<file path="src/rtl/sm4_ctr_ctrl.sv">
// SM4 CTR-mode sequencer: holds the session key and counter block, launches one
// key expansion plus core block per data block, and XORs the keystream onto the stream.
module sm4_ctr_ctrl #(
   parameter int CTR_W    = 32,
   parameter int WDOG_CYC = 64
) (
   input  logic               clk_sys,
   input  logic               sys_rst,
   input  logic               cfg_start,
   input  logic [127:0]       cfg_key,
   input  logic [127:0]       cfg_iv,
   input  logic [127:0]       din,
   input  logic               din_vld,
   input  logic               din_last,
   output logic               din_rdy,
   output logic [127:0]       dout,
   output logic               dout_vld,
   output logic               dout_last,
   input  logic               dout_rdy,
   output logic               key_start,
   output logic [127:0]       key_in,
   output logic               key_in_vld,
   output logic               core_start,
   output logic [127:0]       core_din,
   input  logic [127:0]       core_dout,
   input  logic               core_dout_vld,
   output logic               busy,
   output logic               err_wdog,
   output logic [CTR_W-1:0]   blk_cnt,
   output logic [2:0]         state_dbg
);

   localparam int WD_W = $clog2(WDOG_CYC);
   localparam logic [WD_W-1:0] WD_MAX = WD_W'(WDOG_CYC - 1);
   // Shifting by 128 yields 0, so CTR_W=128 still produces an all-ones mask.
   localparam logic [127:0] CTR_MASK = (128'd1 << CTR_W) - 128'd1;

   typedef enum logic [2:0] {
      S_IDLE  = 3'd0,
      S_READY = 3'd1,
      S_ISSUE = 3'd2,
      S_WAIT  = 3'd3,
      S_OUT   = 3'd4
   } state_t;

   state_t            state;
   logic [127:0]      key_q;
   logic [127:0]      ctr;
   logic [127:0]      din_q;
   logic              last_q;
   logic [WD_W-1:0]   wdog;
   logic [127:0]      ctr_inc;

   // Only the low CTR_W bits count; the upper part of the block is fixed per session.
   assign ctr_inc = (ctr & ~CTR_MASK) | ((ctr + 128'd1) & CTR_MASK);

   assign din_rdy   = (state == S_READY);
   assign busy      = (state != S_IDLE);
   assign state_dbg = state;

   always_ff @(posedge clk_sys) begin
      if (sys_rst) begin
         state      <= S_IDLE;
         key_q      <= '0;
         ctr        <= '0;
         din_q      <= '0;
         last_q     <= 1'b0;
         wdog       <= '0;
         dout       <= '0;
         dout_vld   <= 1'b0;
         dout_last  <= 1'b0;
         key_start  <= 1'b0;
         key_in     <= '0;
         key_in_vld <= 1'b0;
         core_start <= 1'b0;
         core_din   <= '0;
         err_wdog   <= 1'b0;
         blk_cnt    <= '0;
      end else begin
         // Launch strobes are single-cycle; they only rise on the READY->ISSUE edge.
         key_start  <= 1'b0;
         key_in     <= '0;
         key_in_vld <= 1'b0;
         core_start <= 1'b0;
         core_din   <= '0;
         case (state)
            S_IDLE: begin
               if (cfg_start) begin
                  key_q    <= cfg_key;
                  ctr      <= cfg_iv;
                  blk_cnt  <= '0;
                  err_wdog <= 1'b0;
                  state    <= S_READY;
               end
            end
            S_READY: begin
               if (din_vld) begin
                  din_q      <= din;
                  last_q     <= din_last;
                  key_start  <= 1'b1;
                  key_in     <= key_q;
                  key_in_vld <= 1'b1;
                  core_start <= 1'b1;
                  core_din   <= ctr;
                  state      <= S_ISSUE;
               end
            end
            S_ISSUE: begin
               wdog  <= '0;
               state <= S_WAIT;
            end
            S_WAIT: begin
               if (core_dout_vld) begin
                  dout      <= core_dout ^ din_q;
                  dout_last <= last_q;
                  dout_vld  <= 1'b1;
                  ctr       <= ctr_inc;
                  blk_cnt   <= blk_cnt + CTR_W'(1);
                  state     <= S_OUT;
               end else if (wdog == WD_MAX) begin
                  err_wdog <= 1'b1;
                  state    <= S_IDLE;
               end else begin
                  wdog <= wdog + WD_W'(1);
               end
            end
            S_OUT: begin
               if (dout_rdy) begin
                  dout_vld <= 1'b0;
                  state    <= dout_last ? S_IDLE : S_READY;
               end
            end
            default: state <= S_IDLE;
         endcase
      end
   end

endmodule

</file>
<file path="config.mk">
export PLATFORM = sky130hd
export DESIGN_NAME = sm4_ctr_ctrl
export DESIGN_NICKNAME = d
export VERILOG_FILES = /design/src/rtl/sm4_ctr_ctrl.sv
export SDC_FILE = /design/constraint.sdc
export NUM_CORES = 1
export LEC_CHECK = 0
export CAP_MARGIN = 20
export CORE_AREA = 2 2 367 369
export DETAILED_ROUTE_END_ITERATION = 7
export DIE_AREA = 0 0 369 371
export RECOVER_POWER = 25
export SETUP_SLACK_MARGIN = 0.5
export SYNTH_ARGS = -nofsm -noshare
export SYNTH_HDL_FRONTEND = slang
export SYNTH_SLANG_ARGS = --single-unit
export TNS_END_PERCENT = 30
</file>
<file path="constraint.sdc">
create_clock -name clk_sys -period 2.4 [get_ports clk_sys]
set_clock_uncertainty 0.05 [all_clocks]
set_input_delay 0.48 -clock clk_sys [delete_from_list [all_inputs] [get_ports clk_sys]]
set_output_delay 0.48 -clock clk_sys [all_outputs]
set_load 0.05 [all_outputs]
</file>
==> results of run 1 <==
placed cells by master (no fill, tap or decap), types with 16 or more instances in the layout:
cell,instances
a211oi_1,136
a21oi_1,319
a21oi_2,64
and2_0,54
and2_1,201
buf_12,43
buf_2,76
buf_4,201
buf_6,33
clkbuf_1,78
clkbuf_16,123
clkbuf_2,54
clkbuf_8,17
clkdlybuf4s50_1,517
clkinv_2,16
dfxtp_1,790
dfxtp_2,20
dlygate4sd2_1,128
nand2_1,689
nand2_4,59
nand3_1,24
nor2_1,206
xnor2_1,150
critical path, cell delays in order, from the launching register on:
cell and delay [ns]:
dfxtp_1 0.37, clkbuf_1 0.15, or4b_4 0.63, buf_12 0.18, buf_16 0.15, buf_16 0.16
buf_12 0.15, nand2_1 0.08, a21oi_1 0.08
sequential cells by signal, indices dropped and copies added (netlist names), 3 cells and up:
| register | flops |
|---|---|
| key_in | 128 |
| din_q | 128 |
| key_q | 128 |
| blk_cnt | 32 |
| state_dbg | 3 |
| dout | 128 |
| wdog | 6 |
| core_din | 128 |
| ctr | 128 |
power by group through the flow:
stage | sequential [W] | clock (W) | combinational [W]
final | 0.0144 | 0.0149 | 0.00456
after global routing | 0.0145 | 0.0158 | 0.00488
after CTS | 0.0144 | 0.0153 | 0.00368
after detailed placement | 0.0147 | 0 | 0.00367
after global placement | 0.0147 | 0 | 0.00364
after floorplan | 0.0149 | 0 | 0.00149
layout make-up:
type / instances / area, sq um
fill: 13700 / 88000
sequential: 814 / 16300
multi-input combinational: 2103 / 12000
timing repair buffer: 1158 / 10900
clock buffer: 130 / 2680
tap: 1768 / 2210
clock inverter: 38 / 524
inverter: 8 / 32.5
antenna: 10 / 25.0
logic make-up (layout without fill, tap and decap cells):
logic type,count (synthesis),count (layout),synth area share (%)
simple gates,1337,1337,21.2
buf+inv,231,1334,3.20
compound gates,597,598,12.5
fa+ha+maj,3,3,0.133
flops,814,814,57.8
xor+xnor,160,160,4.97
mux,5,5,0.182
other cells,0,10,0
final timing paths:
kind | start | end | slack [ns] | cells past startpoint
max reg2reg | state_dbg[0] | key_q[21] | 0.19 | 8
min reg2reg | ctr[79] | core_din[79] | 0.39 | 1
max | state_dbg[0] | key_q[21] | 0.19 | 8
min | sys_rst | wdog[0] | 0.14 | 2
routing by layer:
layer  vias up  track usage (%)
met3       227             7.67
li1      12400                -
met5         -             1.15
met2       872             25.9
met1     11900             17.6
met4        24             7.65
through the flow:
step / hold WS [ns] / cells
6_report: 0.137 / 6029
5_1_grt: 0.112 / 6028
4_1_cts: 0.0686 / 5942
3_5_place_dp: 0.389 / 5766
3_3_place_gp: 0.385 / 5766
2_1_floorplan: 0.380 / 3147
what timing repair did:
item                                   in CTS  in global routing
pin swaps                                   1                150
endpoints found under the hold margin       0                  0
gates resized for setup                  1041                448
buffers inserted                            8                 37
hold buffers                                0                  0
cloned                                      0                 40
setup endpoints to repair                 687                548
==> metrics, run 1 <==
Synth top area share=57.8%; Core Footprint=133000 sq um; first-pass GRT wire length=162000 um; CP max FO=7; cells after synthesis=3147; Int Pwr=0.0251 W; PwrDens=756 nW/um^2; GR Util All Layers=16.0%; Top Layer Used=met5; Via Count=25400; synth unique cells=63; worst-margin pin slew=0.806 ns; critical path arrival=2.68 ns; initial antenna violation count=27; layout cell share with drive strength beyond 1=19.2%; Die Span X=369 um; post-route cell area=44800 sq um; routability cong.=0.843; Pins Over Slew Limit=0; Vias/cell=4.22; cell with the most instances after synthesis=dfxtp_1; RSZ-0062 raised after global routing=true; most frequent cells after synthesis=dfxtp_1, nand2_1, a21oi_1, and2_1, nor2_1; Post-synth EDFFs=0; DRT Wirelength=124000 um; number of routed nets with antenna violations=0; clock sinks=814; CTS root buf=clkbuf_16; post-synthesis async set-or-reset flop share=0%; # setup viols final=0; DRT Pass-1 Iters=5; Critical Path Source Type=register; fin crit share=92.0%; largest net degree at the start of global routing=133; top cells by area, synth=dfxtp_1, nand2_1, a21oi_1; Yosys warnings=0; Rel. slew slack=46.5%; CP required=2.87 ns; final worst slack=0.192 ns; post-synthesis average cell area=8.95 sq um; initial core utilization=21.2%; Top FF cell, synth=dfxtp_1; total nets after synthesis=3669; cell taking the most area after synthesis=dfxtp_1; Worst setup EP type=register; VDD IR-drop max=0.000620 V; Port Buffers=945; Max Freq=453 MHz; fin util=33.7%; crit path time final=2.21 ns; die outline area=137000 sq um; Crit Path Class=register to register; std cell rows=134; Final Hold Fails=0; clock network power share=44.0%; TritonCTS clock tree=yes; mean routed wirelength per cell=20.6 um; vias in the first global route=24300; hpwl dp=88200 um; max-cap violation count=0; synthesized cell area=28200 sq um; Seq/Total Area, Yosys=57.8%; layout net count=4700; I/O pin count=946; met2 WL post-DR=58100 um; register bit count reported by yosys=814; grt ovf=0; initial drt markers=1314; reported net switching power=0.00877 W; Placed Area=40300 sq um; HP Class=primary input to register; total chip power=0.0339 W; fraction of power spent switching nets=25.9%; met1 WL=47600 um; Remaining DRCs=0; status=completed; clock tree buffer depth=3; pre-CTS WS=-0.133 ns; CTS Buf Count=93; Clk Latency, worst-skew pair=0.69 ns; Layout area overhead=58.9%; leakage=17.5 nW; Combinational Power Share=13.5%; Die Span Y=371 um; DR WL met3=12800 um; htree depth=3; clock slew at reported path FFs=0.06 ns; sequential share of power=42.6%; Post-Route Setup TNS=0 ns
No activity file was read; power rests on OpenSTA's default activity.
==> run 2, diff against run 1 <==
--- a/config.mk
+++ b/config.mk
@@ -9,7 +9,9 @@
 export CORE_AREA = 2 2 367 369
 export DETAILED_ROUTE_END_ITERATION = 7
 export DIE_AREA = 0 0 369 371
+export GPL_TIMING_DRIVEN = 0
 export RECOVER_POWER = 25
+export REMOVE_ABC_BUFFERS = 1
 export SETUP_SLACK_MARGIN = 0.5
 export SYNTH_ARGS = -nofsm -noshare
 export SYNTH_HDL_FRONTEND = slang
==> run 2 against run 1 <==
Flip-flop and latch count stayed put. Critical path type is now primary input to register. Utilization is 0.70 points higher. Routed wire length is 12% higher.
==> metrics, run 2 (synthesized netlist as in run 1, its figures left out) <==
TritonCTS clock tree=yes (unchanged); hpwl dp=91100 um (was 88200 um); Worst setup EP type=register (unchanged); clock slew at reported path FFs=0.06 ns (about the same); Layout Cells excl Fill=6080 (was 6029); leakage=18.1 nW (was 17.5 nW); Final Hold Fails=0 (unchanged); Pins Over Slew Limit=0 (unchanged); worst r2r src=state_dbg[1] (was state_dbg[0]); Layout area overhead=62.2% (was 58.9%); CP max FO=115 (was 7); CTS Buf Count=95 (was 93); initial drt markers=1338 (was 1314); CTS root buf=clkbuf_16 (unchanged); vias in the first global route=25400 (was 24300); routability cong.=0.817 (was 0.843); die outline area=137000 sq um (unchanged); clock sinks=814 (unchanged); GR Util All Layers=18.9% (was 16.0%); fin crit share=98.3% (was 92.0%); number of fill cells=13700 (about the same); worst-margin pin slew=1.15 ns (was 0.806 ns); initial antenna violation count=51 (was 27); largest net degree at the start of global routing=135 (was 133); mean routed wirelength per cell=22.8 um (was 20.6 um); DP Cell Count=5692 (was 5766); layout cell share with drive strength beyond 1=14.4% (was 19.2%); area of the multi-input gates=11800 sq um (was 12000 sq um); HP Class=primary input to register (unchanged); Worst Hold Endpoint=key_q[98] (was wdog[0]); cts hold-fix bufs=0 (unchanged); post-route cell area=45700 sq um (was 44800 sq um); DRT Pass-1 Iters=5 (unchanged); number of routed nets with antenna violations=0 (unchanged); Port Buffers=945 (unchanged); WHS Path Cells=2 (unchanged); Placed Area=39900 sq um (was 40300 sq um); most common cell after layout, fill and taps aside=dfxtp_1 (unchanged); Die Span Y=371 um (unchanged); cells on worst reg2reg path=12 (was 8); register area=16300 sq um (about the same); Critical Path Source Type=primary input (was register); DRT Wirelength=138000 um (was 124000 um); Core Footprint=133000 sq um (unchanged); std cell rows=134 (unchanged); first-pass GRT wire length=186000 um (was 162000 um); Die Span X=369 um (unchanged); initial core utilization=21.2% (unchanged); grt ovf=0 (unchanged); VDD IR-drop max=0.000565 V (was 0.000620 V); fin util=34.4% (was 33.7%); clock tree buffer depth=3 (unchanged); # setup viols final=0 (unchanged); RSZ-0062 raised after global routing=true (unchanged); status=completed (unchanged); Rel. slew slack=23.7% (was 46.5%); Via Count=26300 (was 25400); total chip power=0.0342 W (was 0.0339 W); Crit Path Class=primary input to register (was register to register); most frequent cells in the layout=dfxtp_1, nand2_1, clkdlybuf4s50_1 (unchanged); slack of the worst reg-to-reg path=0.08 ns (was 0.19 ns); critical path arrival=2.81 ns (was 2.68 ns); PwrDens=749 nW/um^2 (was 756 nW/um^2); max-cap violation count=0 (unchanged); CP required=2.85 ns (was 2.87 ns); Crit Reg-Reg Endpoint=core_din[7] (was key_q[21]); htree depth=3 (unchanged); hold_sp=sys_rst (unchanged); crit path time final=2.36 ns (was 2.21 ns); Remaining DRCs=0 (unchanged); Vias/cell=4.32 (was 4.22); CP startpoint=sys_rst (was state_dbg[0]); I/O pin count=946 (unchanged); layout net count=4752 (was 4700); Max Freq=424 MHz (was 453 MHz); Clk Latency, worst-skew pair=0.69 ns (about the same)
run 2: how the worst max path moves through the flow:
stage	cells past startpoint	end	slack [ns]
2_1_floorplan	4	ctr[5]	-21.66
3_3_place_gp	3	core_din[6]	-80.49
3_5_place_dp	13	key_q[16]	-1.69
4_1_cts	3	busy	-0.006
5_1_grt	3	busy	0.01
6_report	4	state_dbg[0]	0.04
run 2: per-stage QoR:
step / setup WS [ns] / hold WS [ns] / TNS (ns)
6_report: 0.0401 / 0.124 / 0
5_1_grt: 0.0111 / 0.0741 / 0
4_1_cts: -0.00571 / 0.0283 / -0.0203
3_5_place_dp: -1.69 / 0.385 / -559.31
3_3_place_gp: -80.49 / 0.384 / -
2_1_floorplan: -21.66 / 0.376 / -7191.56
run 2: worst max-delay path, cell delays in order:
cell      delay (ns)
buf_6           0.32
buf_6           0.77
buf_4           0.85
a311oi_1        0.15
run 2: cell type report:
class	instances	share of cell area, %
multi-input cells	2108	25.8
flip-flops and latches	814	35.8
well taps	1768	4.84
diodes	7	0.0383
repair buffers	1203	26.3
clock inverters	45	1.17
clock buffers	127	5.95
inverters	8	0.0657
run 2: power breakdown:
| part | switching [W] | internal [W] | total [W] |
|---|---|---|---|
| clock network | 0.00622 | 0.00885 | 0.0151 |
| logic | 0.00241 | 0.00236 | 0.00477 |
| registers | 0.000334 | 0.0141 | 0.0144 |
| total | 0.00897 | 0.0253 | 0.0342 |
run 2: what timing repair did:
| action | CTS | global route |
|---|---|---|
| cloned | 40 | 16 |
| setup buffers | 106 | 47 |
| pin swaps | 62 | 46 |
| hold endpoints to repair | 0 | 0 |
| setup endpoints to repair | 1231 | 1085 |
| gates resized for setup | 733 | 510 |
run 2: per-layer routing:
layer	vias to the layer above	GRT usage, %	routed length, um	part of all wire, %
met5	-	0	383	0.28
met4	58	6.36	5620	4.1
met3	253	7.10	12300	8.9
met2	985	33.4	68000	49
met1	12400	20.6	52100	38
li1	12500	-	-	-
